### src/rtl/rv32i_pkg.sv
// Shared RV32I encoding definitions: instruction formats, opcodes,
// immediate ranges and the encoder FSM state type.
package rv32i_pkg;

  typedef enum logic [2:0] {
    FMT_R = 3'd0,
    FMT_I = 3'd1,
    FMT_S = 3'd2,
    FMT_B = 3'd3,
    FMT_U = 3'd4,
    FMT_J = 3'd5
  } fmt_t;

  localparam logic [6:0] OP_R    = 7'h33;
  localparam logic [6:0] OP_I    = 7'h13;
  localparam logic [6:0] OP_LOAD = 7'h03;
  localparam logic [6:0] OP_S    = 7'h23;
  localparam logic [6:0] OP_B    = 7'h63;
  localparam logic [6:0] OP_LUI  = 7'h37;
  localparam logic [6:0] OP_JAL  = 7'h6F;

  // Signed byte-offset ranges representable by each immediate format.
  localparam int IMM_I_MIN = -2048;
  localparam int IMM_I_MAX = 2047;
  localparam int IMM_B_MIN = -4096;
  localparam int IMM_B_MAX = 4094;
  localparam int IMM_J_MIN = -(2 ** 20);
  localparam int IMM_J_MAX = (2 ** 20) - 2;

  typedef enum logic [1:0] {
    ST_IDLE  = 2'd0,
    ST_RUN   = 2'd1,
    ST_DRAIN = 2'd2,
    ST_DONE  = 2'd3
  } state_t;

endpackage

### src/rtl/instr_pack.sv
// Combinational RV32I field packer with immediate legality check.
// Out-of-range immediates are still packed (truncated) and flagged.
module instr_pack
  import rv32i_pkg::*;
(
  input  logic [2:0]  fmt,
  input  logic [6:0]  opcode,
  input  logic [4:0]  rd,
  input  logic [2:0]  funct3,
  input  logic [4:0]  rs1,
  input  logic [4:0]  rs2,
  input  logic [6:0]  funct7,
  input  logic [31:0] immediate,
  output logic [31:0] instruction,
  output logic        illegal
);

  logic signed [31:0] simm;
  logic               fits_12;
  logic               fits_13;
  logic               fits_21;

  assign simm    = immediate;
  assign fits_12 = (simm >= IMM_I_MIN) && (simm <= IMM_I_MAX);
  assign fits_13 = (simm >= IMM_B_MIN) && (simm <= IMM_B_MAX);
  assign fits_21 = (simm >= IMM_J_MIN) && (simm <= IMM_J_MAX);

  // Pack fields per format; formats 6/7 yield an all-zero word flagged illegal.
  always_comb begin
    instruction = '0;
    illegal     = 1'b0;
    case (fmt)
      FMT_R: instruction = {funct7, rs2, rs1, funct3, rd, opcode};
      FMT_I: begin
        instruction = {immediate[11:0], rs1, funct3, rd, opcode};
        illegal     = !fits_12;
      end
      FMT_S: begin
        instruction = {immediate[11:5], rs2, rs1, funct3, immediate[4:0], opcode};
        illegal     = !fits_12;
      end
      FMT_B: begin
        instruction = {immediate[12], immediate[10:5], rs2, rs1, funct3,
                       immediate[4:1], immediate[11], opcode};
        illegal     = !fits_13 || immediate[0];
      end
      FMT_U: begin
        instruction = {immediate[31:12], rd, opcode};
        illegal     = |immediate[11:0];
      end
      FMT_J: begin
        instruction = {immediate[20], immediate[10:1], immediate[11],
                       immediate[19:12], rd, opcode};
        illegal     = !fits_21 || immediate[0];
      end
      default: illegal = 1'b1;
    endcase
  end

endmodule

### src/rtl/instr_encoder.sv
// Streaming RV32I instruction encoder: accepts field bundles, emits packed
// words with sequential byte addresses through a single output register.
module instr_encoder
  import rv32i_pkg::*;
#(
  parameter int WIDTH      = 32,
  parameter int ADDR_WIDTH = 10,
  parameter int BASE_ADDR  = 0
) (
  input  logic                  i_clk,
  input  logic                  i_rst,
  input  logic                  i_start,
  input  logic                  i_valid,
  output logic                  o_ready,
  input  logic [2:0]            i_format,
  input  logic [6:0]            i_opcode,
  input  logic [4:0]            i_rd,
  input  logic [2:0]            i_funct3,
  input  logic [4:0]            i_rs1,
  input  logic [4:0]            i_rs2,
  input  logic [6:0]            i_funct7,
  input  logic [WIDTH-1:0]      i_immediate,
  input  logic                  i_last,
  output logic                  o_valid,
  input  logic                  i_ready,
  output logic [WIDTH-1:0]      o_instruction,
  output logic [ADDR_WIDTH-1:0] o_addr,
  output logic                  o_illegal,
  output logic                  o_done
);

  localparam logic [ADDR_WIDTH-1:0] BASE = ADDR_WIDTH'(BASE_ADDR);
  localparam logic [ADDR_WIDTH-1:0] STEP = ADDR_WIDTH'(4);

  state_t                  state_reg;
  state_t                  state_next;
  logic [ADDR_WIDTH-1:0]   cnt_reg;
  logic                    start_run;
  logic                    accept;
  logic [WIDTH-1:0]        packed_word;
  logic                    packed_illegal;

  instr_pack u_pack (
    .fmt         (i_format),
    .opcode      (i_opcode),
    .rd          (i_rd),
    .funct3      (i_funct3),
    .rs1         (i_rs1),
    .rs2         (i_rs2),
    .funct7      (i_funct7),
    .immediate   (i_immediate),
    .instruction (packed_word),
    .illegal     (packed_illegal)
  );

  assign accept = i_valid && o_ready;

  // Next-state and handshake decode; ready only in RUN, passing ready through.
  always_comb begin
    state_next = state_reg;
    o_ready    = 1'b0;
    o_done     = 1'b0;
    start_run  = 1'b0;
    case (state_reg)
      ST_IDLE: begin
        if (i_start) begin
          state_next = ST_RUN;
          start_run  = 1'b1;
        end
      end
      ST_RUN: begin
        o_ready = !o_valid || i_ready;
        if (i_valid && o_ready && i_last) state_next = ST_DRAIN;
      end
      ST_DRAIN: begin
        if (o_valid && i_ready) state_next = ST_DONE;
      end
      ST_DONE: begin
        o_done = 1'b1;
        if (i_start) begin
          state_next = ST_RUN;
          start_run  = 1'b1;
        end
      end
      default: state_next = ST_IDLE;
    endcase
  end

  // State register.
  always_ff @(posedge i_clk) begin
    if (i_rst) state_reg <= ST_IDLE;
    else       state_reg <= state_next;
  end

  // Output register and address counter; an accept overwrites any word
  // leaving in the same cycle, so there is no bubble.
  always_ff @(posedge i_clk) begin
    if (i_rst) begin
      o_valid       <= 1'b0;
      o_instruction <= '0;
      o_addr        <= BASE;
      o_illegal     <= 1'b0;
      cnt_reg       <= BASE;
    end else begin
      if (start_run) cnt_reg <= BASE;
      if (accept) begin
        o_valid       <= 1'b1;
        o_instruction <= packed_word;
        o_illegal     <= packed_illegal;
        o_addr        <= cnt_reg;
        cnt_reg       <= cnt_reg + STEP;
      end else if (i_ready) begin
        o_valid <= 1'b0;
      end
    end
  end

endmodule
### config.mk
export PLATFORM = sky130hd
export DESIGN_NAME = instr_encoder
export DESIGN_NICKNAME = d
export VERILOG_FILES = /design/src/rtl/rv32i_pkg.sv /design/src/rtl/instr_pack.sv /design/src/rtl/instr_encoder.sv
export SDC_FILE = /design/constraint.sdc
export NUM_CORES = 1
export LEC_CHECK = 0
export CAP_MARGIN = 20
export CORE_MARGIN = 2
export CORE_UTILIZATION = 40
export DETAILED_ROUTE_END_ITERATION = 8
export DONT_BUFFER_PORTS = 1
export GPL_ROUTABILITY_DRIVEN = 0
export MAX_ROUTING_LAYER = met4
export PLACE_DENSITY = 0.56
export SLEW_MARGIN = 20
export SYNTH_ARGS = -nofsm -noshare
export SYNTH_HDL_FRONTEND = slang
export SYNTH_HIERARCHICAL = 1
export SYNTH_SLANG_ARGS = --single-unit
export TNS_END_PERCENT = 30
### constraint.sdc
create_clock -name i_clk -period 2 [get_ports i_clk]
set_input_delay 0.3 -clock i_clk [delete_from_list [all_inputs] [get_ports i_clk]]
set_output_delay 0.3 -clock i_clk [all_outputs]
set_load 0.02 [all_outputs]
## After elaboration in Yosys (flattened, before gate mapping)

Cells that the tools add are included.

| cells by class | value |
|---|---|
| $add $sub $neg | 1 |
| magnitude comparators | 6 |
| eq/ne operators | 11 |
| muxes and demuxes | 14 |
| reduce and logical (&&, ||, !) cells | 22 |

Operator list:

| operator | count |
|---|---|
| case mux 32 bit (6 select lines) | 1 |
| >= comparator 32 x 12 -> 1 bit (second input constant) | 1 |
| >= comparator 32 x 13 -> 1 bit (second input constant) | 1 |
| >= comparator 32 x 21 -> 1 bit (second input constant) | 1 |
| less-or-equal comparator 32 x 12 -> 1 bit (second input constant) | 1 |
| less-or-equal comparator 32 x 13 -> 1 bit (second input constant) | 1 |
| less-or-equal comparator 32 x 21 -> 1 bit (second input constant) | 1 |
| two-way mux 10 bit | 2 |
| OR reduction 12 bit | 1 |
| adder 10 x 3 -> 10 bit (second input constant) | 1 |
| logical AND 1 bit | 7 |
| equality test 3 x 2 -> 1 bit (second input constant) | 2 |
| equality test 3 bit (second input constant) | 2 |
| two-way mux 1 bit | 6 |
| two-way mux 2 bit | 3 |
| case mux 2 bit (3 select lines) | 1 |
| case mux 1 bit (5 select lines) | 1 |
| equality test 2 bit (second input constant) | 2 |
| logical NOT 1 bit | 4 |
| inequality test 2 bit (second input constant) | 2 |
| nonzero test 2 bit | 2 |
| OR reduction 2 bit | 2 |
| equality test 3 x 1 -> 1 bit (second input constant) | 1 |
| logical NOT 3 bit | 1 |
| 5 further kinds | 7 |

| storage, ports and cells | value |
|---|---|
| register bits | 56 |
| output and inout port bits | 46 |
| word-level logic and storage cells | 60 |

## Depth between registers and ports, before layout

Gate-level depths: netlist of the first run.

| depth | value |
|---|---|
| depth in word-level cells | 6 |
| gate-level depth with buffers | 8 |
| mapped depth without buffers | 7 |

## Modules after synthesis

The synthesis of the first run kept the hierarchy.

Modules (own cells, without submodules):

| module | instances | cells an instance | area each (um^2) | sequential area each (um^2) |
|---|---|---|---|---|
| instr_encoder | 1 | 254 | 2023.2 | 1041.0 |
| instr_pack | 1 | 135 | 798.3 | 0.0 |

## Worst setup path after synthesis of the first run

OpenSTA, ideal clock, no wires.

| timing path | value |
|---|---|
| kind | reg-to-reg |
| start point | register state_reg[1] |
| end point | register cnt_reg[9] |
| setup time | 74 ps |
| data arrival time | 1419 ps |
| path slack | 507 ps |
| stages on the path, launching flop included | 6 |
| buffers on the path | 0 |
| path through | dfxtp_1 inv_1 ha_1 nand3_2 or4_1 a31oi_1 |

| between the ends | value |
|---|---|
| longest elaborated chain between the ends | 4 |
| elaborated cells between the ends (all ways) | 9 |
| those cells by class | eq/ne (2); mux (3); reduce/logical (4) |

Ends and longest elaborated chain:

| element | line | source |
|---|---|---|
| start: declaration | instr_encoder.sv:35 | `state_t state_reg;` |
| start signal: assignment | instr_encoder.sv:92 | `else state_reg <= state_next;` |
| equality test 2 bit, or another cell as far along | instr_encoder.sv:64 | `case (state_reg)` |
| OR reduction 2 bit (no line) or two-way mux 1 bit (tied branches) | n/a |  |
| two-way mux 1 bit or logical AND 1 bit (tied branches) | n/a |  |
| nonzero test 2 bit (no line) or two-way mux 10 bit (tied branches) | n/a |  |
| end signal: assignment | instr_encoder.sv:111 | `cnt_reg <= cnt_reg + STEP;` |
| end: declaration | instr_encoder.sv:37 | `logic [ADDR_WIDTH-1:0] cnt_reg;` |

Several ways; a longest one is shown, not always the timed one.
A chain may end at the register's enable or synchronous reset.

## Worst setup path in the final report of the first run

| timing path | value |
|---|---|
| start point | register state_reg[0] |
| end point | register o_instruction[23] |

| between the ends | value |
|---|---|
| longest elaborated chain between the ends | 3 |

Ends and longest elaborated chain:

| element | line | source |
|---|---|---|
| equality test 2 x 1 -> 1 bit | instr_encoder.sv:64 |  |
| two-way mux 1 bit | instr_encoder.sv:64 |  |
| logical AND 1 bit | instr_encoder.sv:56 | `assign accept = i_valid && o_ready;` |
| end signal: assignment | instr_encoder.sv:108 | `o_instruction <= packed_word;` |
| end: declaration | instr_encoder.sv:26 | `output logic [WIDTH-1:0] o_instruction,` |

No other way between the ends.

==> results of run 1 <==
## cells by family (layout without fill, tap and decap cells)
logic type	after synthesis	count (layout)	share of synthesized area [%]
AND/OR/NAND/NOR	166	166	27.01
adder cells (fa/ha/maj)	5	5	2.217
flip-flops	52	52	36.90
multiplexers	5	5	1.907
AO/OA/AOI/OAI	117	117	25.06
buffers and inverters	43	28	6.785
other	1	2	0.1329
## area by class of cell
cell class	count	area, µm²
inverters	14	52.55
multi-input cells	295	1594
fillers	731	3844
flip-flops and latches	52	1041
clock buffers	6	72.57
well taps	96	120.1
repair buffers	7	65.06
clock inverters	1	5.005
## how the worst max path moves through the flow
stage                             end  slack (ns)
floorplan                  cnt_reg[9]        0.51
CTS                 o_instruction[23]        0.34
finish              o_instruction[23]        0.35
global placement    o_instruction[21]        0.42
global route        o_instruction[18]        0.15
detailed placement  o_instruction[26]        0.36
## power by group through the flow
stage,Clock (µW),Combinational (µW),Sequential [µW]
final,571,557,1260
after global routing,631,641,1270
after CTS,601,564,1260
after detailed placement,0,560,1290
after global placement,0,556,1280
after floorplan,0,468,1270
## metrics by stage
| stage | util (%) | total power [µW] | worst slack (ns) | std cells |
|---|---|---|---|---|
| detailed placement | 42.28 | 1847 | 0.3637 | 464 |
| global placement | 42.28 | 1840 | 0.4197 | 464 |
| finish | 43.43 | 2388 | 0.3517 | 471 |
| global route | 43.43 | 2544 | 0.1522 | 471 |
| CTS | 43.43 | 2427 | 0.3397 | 471 |
| floorplan | - | 1733 | 0.5070 | 390 |
## Yosys cell counts, types with 2 or more instances
master                       n
sky130_fd_sc_hd__o211ai_1    2
sky130_fd_sc_hd__a22oi_1    17
sky130_fd_sc_hd__a21oi_1    55
sky130_fd_sc_hd__buf_1       4
sky130_fd_sc_hd__nor2b_1     3
sky130_fd_sc_hd__o21ai_0    15
sky130_fd_sc_hd__mux2_2      3
sky130_fd_sc_hd__nor3_1      2
sky130_fd_sc_hd__or3_1       3
sky130_fd_sc_hd__a31oi_1     3
sky130_fd_sc_hd__o22ai_1     6
sky130_fd_sc_hd__nand3_1    10
sky130_fd_sc_hd__inv_1      13
sky130_fd_sc_hd__and3_1      3
sky130_fd_sc_hd__nand4_1     9
sky130_fd_sc_hd__nor4_1      7
sky130_fd_sc_hd__o31ai_1     2
sky130_fd_sc_hd__a22o_1      6
sky130_fd_sc_hd__nor2_2      2
sky130_fd_sc_hd__clkbuf_1    9
sky130_fd_sc_hd__nand3_2     2
sky130_fd_sc_hd__ha_1        5
sky130_fd_sc_hd__and2_1      8
sky130_fd_sc_hd__a211oi_1    3
sky130_fd_sc_hd__dfxtp_1    52
sky130_fd_sc_hd__nor2_1      5
sky130_fd_sc_hd__nand2_1   106
sky130_fd_sc_hd__mux2i_1     2
sky130_fd_sc_hd__buf_2      12
sky130_fd_sc_hd__buf_4       4
## metal layers
layer	up-vias	routed length, µm
li1	1327	-
met1	1254	3470
met2	91	3605
met3	8	610
met4	0	53
met5	-	0
==> impl_metrics.yaml, run 1 <==
power_and_ir_drop:
  powerDensity_nw_per_um2: 809.5
  switching_power_uw: 807.4
  p_seq_share_pct: 52.8
  power.internal_uw: 1581
  switching_share_pct: 33.81
  clkPwrFrac_pct: 23.9
  leakagePower_uw: 0.0009785
  comb_pwr_share_pct: 23.3
  vdd_ir_drop_max_mv: 0.5726
clock_tree:
  clockRootBuffer: "sky130_fd_sc_hd__clkbuf_8"
  cts_post_setup_buffers_inserted: 0
  cts_made_buffers: 5
  number_of_hold_buffers_added_after_cts: 0
  cts_resized: 0
  clock_latency_ns: 0.30
  cts-root-to-sink-buffers: 2
  cts_tree: "done"
  level_count_of_the_clock_h_tree: 2
  clk_transition_reported_paths_ns: 0.09
  clock-sinks: 52
worst_setup_path:
  worst_ep_arrival_time_ns: 1.88
  regToRegStartpoint: "state_reg[0]"
  crit_buf_inv: 1
  startpoint_type: "flop"
  timing.critical_path.slowest_cell_delay_ns: 0.41
  timing.critical_path.required_ns: 2.23
  critical_path.cell_chain: "ha_1 > and3_2 > buf_4 > nand2_1 > a21oi_1"
  worst-r2r-cell-count: 5
  timing.critical_path.fanout_max: 16
  reg2reg_slack_ns: 0.35
  timing.critical_path.to_type: "flop"
  regToRegEndpoint: "o_instruction[23]"
  critical-path-top-delay-family: "simple AND/OR/NAND/NOR gates"
  worstSetupPathType: "reg -> reg"
  crit_cells: 5
  worst_path_max_delay_cell: "sky130_fd_sc_hd__dfxtp_1"
  critPathLaunch: "state_reg[0]"
job:
  drv_cap: 0
grt:
  global_route.usage.met1_pct: 26.75
  grt_pass1_vias: 2377
  use_met2_pct: 31.82
  initial_antenna_violation_count: 0
  grt_first_pass_wirelength_um: 12080
  grt_use_met3_pct: 5.655
  grt-busiest-layer: "met2"
  grt_start_max_net_pins: 54
  grt_overflow: 0
  grtUsageTotal_pct: 20.52
synthesis:
  netlist_area_before_placement_um2: 2821
  synthDistinctLibCells: 46
  netlist_instances: 389
  async_reset_ff_share_pct: 0
  synth_seq_cells: 52
  average_instance_area_after_synthesis_um2: 7.253
  yosysSeqAreaShare_pct: 36.90
  synth_area_leaders: "sky130_fd_sc_hd__dfxtp_1 (37%), sky130_fd_sc_hd__nand2_1 (14%), sky130_fd_sc_hd__a21oi_1 (9.8%), sky130_fd_sc_hd__a22oi_1 (4.5%), sky130_fd_sc_hd__o21ai_0 (2.7%)"
  synth_enable_flop_cells: 0
  yosysWarningCount: 6
  prevailing_post_synth_register_cell: "sky130_fd_sc_hd__dfxtp_1"
  post-synth-top-area-cell: "sky130_fd_sc_hd__dfxtp_1"
  synth_largest_type_area_fraction_pct: 36.90
min_path:
  whs_path_depth: 1
  worstHoldPathType: "in -> reg"
  hold_end: "o_addr[8]"
  hold_path.startpoint: "i_rst"
floorplan:
  fp-row-count: 30
  initial_utilization_pct: 41.53
  die-width_um: 87.99
  floorplan.die.height_um: 87.99
  floorplan.core_area_um2: 6794
  io_pins: 119
  die_area_um2: 7741
sta:
  timing.setup.tns_ns: 0
  timing.final.crit_share_pct: 82.42
  clock-skew-final_ns: 0.005867
  final_hold_viol_count: 0
  period_minus_slack_ns: 1.648
  worstMarginPinSlew_ns: 0.6255
  report.final.slew_viol_count: 0
  maxSlewHeadroom_pct: 58.30
  max_clock_freq_mhz: 606.7
  worst_hold_slack_ns: 0.05633
  setup_viol_count_final: 0
  grt_setup_unrepaired: "false"
layout:
  mostFrequentLayoutCells: "sky130_fd_sc_hd__nand2_1 (106), sky130_fd_sc_hd__a21oi_1 (55), sky130_fd_sc_hd__dfxtp_1 (52)"
  diodes: 0
  drive_above_1_share_pct: 7.467
  final_common_cell: "sky130_fd_sc_hd__nand2_1"
  syn_to_final_growth_pct: 4.568
  layout.nets: 453
  design_area_um2: 2950
  number_of_flip_flops_under_the_largest_register_name: 32
drt:
  final_antenna_net_count: 0
  detail_route.wl_per_cell_um: 16.43
  detail_route.vias_per_cell: 5.690
  detail_route.first_pass.iterations: 4
  drc_violation_count_after_routing: 0
  detailedRoute.firstIterationViolations: 103
  detail_route.wirelength_um: 7739
  route.vias.total: 2680
place:
  detailed_place.area_um2: 2873
  portBuffers: 0
  dp.final_hpwl_um: 5506
outcome:
  status: "finished, final reports clean"
Power figures use the tool's default switching activity.
==> run 2: changes to the inputs <==
--- a/config.mk
+++ b/config.mk
@@ -5,6 +5,7 @@
 export SDC_FILE = /design/constraint.sdc
 export NUM_CORES = 1
 export LEC_CHECK = 0
+export ABC_AREA = 1
 export CAP_MARGIN = 20
 export CORE_MARGIN = 2
 export CORE_UTILIZATION = 40
@@ -12,7 +13,7 @@
 export DONT_BUFFER_PORTS = 1
 export GPL_ROUTABILITY_DRIVEN = 0
 export MAX_ROUTING_LAYER = met4
-export PLACE_DENSITY = 0.56
+export PLACE_DENSITY = 0.58
 export SLEW_MARGIN = 20
 export SYNTH_ARGS = -nofsm -noshare
 export SYNTH_HDL_FRONTEND = slang
==> constraint.sdc (replaced) <==
create_clock -name i_clk -period 1.35 [get_ports i_clk]
set_input_delay 0.2025 -clock i_clk [delete_from_list [all_inputs] [get_ports i_clk]]
set_output_delay 0.2025 -clock i_clk [all_outputs]
set_load 0.02 [all_outputs]
==> impl_metrics.yaml, run 2 <==
clock_tree:
  level_count_of_the_clock_h_tree: 2
  cts_made_buffers: 5
  clock-sinks: 52
  cts-root-to-sink-buffers: 2
  clockRootBuffer: "sky130_fd_sc_hd__clkbuf_8"
  clk_transition_reported_paths_ns: 0.09
  clock_latency_ns: 0.31
  cts_tree: "done"
synthesis:
  synth_mux_area_share_pct: 0
  synth.most_common_cell: "sky130_fd_sc_hd__nand2_1"
  prevailing_post_synth_register_cell: "sky130_fd_sc_hd__dfxtp_1"
  synth_area_leaders: "sky130_fd_sc_hd__dfxtp_1 (33%), sky130_fd_sc_hd__nand2_1 (25%), sky130_fd_sc_hd__a21oi_1 (8.3%), sky130_fd_sc_hd__nor2_1 (6.9%), sky130_fd_sc_hd__inv_1 (6.7%)"
  synth_fa_ha_area_share_pct: 2.006
  yosysSeqAreaShare_pct: 33.39
  yosysWarningCount: 6
  async_reset_ff_share_pct: 0
  average_instance_area_after_synthesis_um2: 6.008
  synthXorXnorAreaFrac_pct: 0
  post-synth-top-area-cell: "sky130_fd_sc_hd__dfxtp_1"
  netlist_area_before_placement_um2: 3118
  synth_compound_gate_area_share_pct: 14.61
  synth_largest_type_area_fraction_pct: 33.39
  synth_top_family_by_area: "simple AND/OR/NAND/NOR gates"
  synth_enable_flop_cells: 0
  synthDistinctLibCells: 32
  post_synth_most_frequent_cells: "sky130_fd_sc_hd__nand2_1 (206), sky130_fd_sc_hd__nor2_1 (57), sky130_fd_sc_hd__inv_1 (56)"
  synth_seq_cells: 52
  synth-simple-area-share_pct: 38.40
  netlist_instances: 519
min_path:
  hold_path.startpoint: "i_opcode[5]"
  hold_end: "o_instruction[5]"
  whs_path_depth: 4
  worstHoldPathType: "in -> reg"
worst_setup_path:
  regToRegEndpoint: "cnt_reg[9]"
  worst-r2r-cell-count: 9
  timing.critical_path.fanout_max: 4
  regToRegStartpoint: "state_reg[1]"
  reg2reg_slack_ns: 0.07
  startpoint_type: "flop"
  worstSetupPathType: "reg -> out"
  timing.critical_path.to_type: "output port"
  timing.critical_path.required_ns: 1.15
  worst_ep_arrival_time_ns: 1.13
drt:
  detail_route.vias_per_cell: 4.982
  drc_violation_count_after_routing: 0
  detail_route.wirelength_um: 8906
  final_antenna_net_count: 0
  detailedRoute.firstIterationViolations: 157
  route.vias.total: 3119
  detail_route.first_pass.iterations: 5
  detail_route.wl_per_cell_um: 14.23
outcome:
  status: "finished, final reports clean"
sta:
  timing.setup.tns_ns: 0
  period_minus_slack_ns: 1.332
  final_hold_viol_count: 0
  clock-skew-final_ns: 0.01259
  timing.final.crit_share_pct: 98.69
  report.final.slew_viol_count: 0
  worst_hold_slack_ns: 0.1150
  setup_viol_count_final: 0
  max_clock_freq_mhz: 750.6
  grt_setup_unrepaired: "true"
power_and_ir_drop:
  powerDensity_nw_per_um2: 1302
  leakagePower_uw: 0.001453
  vdd_ir_drop_max_mv: 0.4657
layout:
  diodes: 0
  layout.nets: 601
  drive_above_1_share_pct: 9.542
  final.fill_count: 838
  final_cell_count_without_fillers: 626
  mostFrequentLayoutCells: "sky130_fd_sc_hd__nand2_1 (206), sky130_fd_sc_hd__nor2_1 (56), sky130_fd_sc_hd__inv_1 (52), sky130_fd_sc_hd__a21oi_1 (52), sky130_fd_sc_hd__dfxtp_1 (47)"
  number_of_flip_flops_under_the_largest_register_name: 32
  syn_to_final_growth_pct: 12.16
  final_common_cell: "sky130_fd_sc_hd__nand2_1"
grt:
  initial_antenna_violation_count: 0
  grt_pass1_vias: 3054
  grt_overflow: 0
  grt_start_max_net_pins: 44
  grtUsageTotal_pct: 20.81
  use_met2_pct: 33.64
  global_route.usage.met1_pct: 26.06
  grt_use_met3_pct: 4.638
  grt-busiest-layer: "met2"
  grt_first_pass_wirelength_um: 13990
job:
  drv_cap: 0
place:
  dp.final_hpwl_um: 6815
  place.detailed.instances: 615
  portBuffers: 0
floorplan:
  fp-row-count: 32
  die_area_um2: 8517
  die-width_um: 92.29
  floorplan.die.height_um: 92.29
  initial_utilization_pct: 40.77
  io_pins: 119
  floorplan.core_area_um2: 7647
run 2: cell types whose count changed after synthesis, moves of 6 or more:
| cell | previous run | this run |
|---|---|---|
| sky130_fd_sc_hd__a22o_1 | 6 | 0 |
| sky130_fd_sc_hd__a22oi_1 | 17 | 0 |
| sky130_fd_sc_hd__and2_1 | 8 | 1 |
| sky130_fd_sc_hd__buf_2 | 12 | 5 |
| sky130_fd_sc_hd__inv_1 | 13 | 56 |
| sky130_fd_sc_hd__nand2_1 | 106 | 206 |
| sky130_fd_sc_hd__nand3_1 | 10 | 16 |
| sky130_fd_sc_hd__nand4_1 | 9 | 2 |
| sky130_fd_sc_hd__nor2_1 | 5 | 57 |
run 2: power by group:
part / total, µW / internal, µW / switching [µW]
registers: 2030 / 1720 / 308
logic: 1260 / 518 / 741
clock network: 1270 / 746 / 525
run 2: worst max-delay path: stages (launching register included):
cell                      delay, ns
sky130_fd_sc_hd__dfxtp_4       0.38
sky130_fd_sc_hd__inv_4         0.06
sky130_fd_sc_hd__ha_4          0.15
sky130_fd_sc_hd__inv_2         0.04
sky130_fd_sc_hd__nor2_2        0.08
sky130_fd_sc_hd__buf_6         0.12
run 2: cell type report:
type	count	area, µm²	share of cell area (%)
timing repair buffer	16	186.4	5.331
multi-input combinational	388	1758	50.27
clock buffer	5	68.82	1.968
clock inverter	3	68.82	1.968
inverter	60	235.2	6.726
tap	102	127.6	3.649
sequential	52	1052	30.09
run 2: per-stage QoR:
stage | total power (µW) | utilization, % | area (µm²) | setup slack (ns)
2_1_floorplan | 2855 | - | 3123 | 0.03409
3_5_place_dp | 3119 | 42.41 | 3243 | -0.04091
6_report | 4555 | 45.73 | 3497 | 0.01773
4_1_cts | 4433 | 44.45 | 3400 | -0.03705
5_1_grt | 4835 | 45.73 | 3497 | -0.03209
3_3_place_gp | 3093 | 42.41 | 3243 | 0.005093
run 2: repair_timing:
| action | 4_1_cts | 5_1_grt |
|---|---|---|
| endpoints found under the hold margin | 42 | 42 |
| setup buffers | 0 | 1 |
| setup endpoints to repair | 33 | 20 |
| pin swaps | 1 | 4 |
| resized for setup | 6 | 16 |
| cloned | 0 | 1 |
run 2: how the worst max path moves through the flow:
stage | startpoint | to | slack, ns | depth (start not counted)
finish | state_reg[1] | o_ready | 0.02 | 5
global route | state_reg[1] | o_ready | -0.03 | 5
global placement | state_reg[0] | state_reg[0] | 0.005 | 8
CTS | state_reg[0] | state_reg[1] | -0.04 | 7
floorplan | state_reg[0] | state_reg[0] | 0.03 | 8
detailed placement | state_reg[1] | o_instruction[10] | -0.04 | 6
run 2: cells by family (layout without fill, tap and decap cells):
group	Yosys count	count (layout)
compound gates	84	84
fa+ha+maj	5	5
buf+inv	80	84
flops	52	52
other cells	1	2
simple gates	297	297
run 2: per-layer routing:
| metal | wire (µm) | part of all wire [%] |
|---|---|---|
| met1 | 3927 | 44 |
| met2 | 4133 | 46 |
| met3 | 690 | 7.7 |
| met5 | 0 | 0 |
| met4 | 155 | 1.7 |
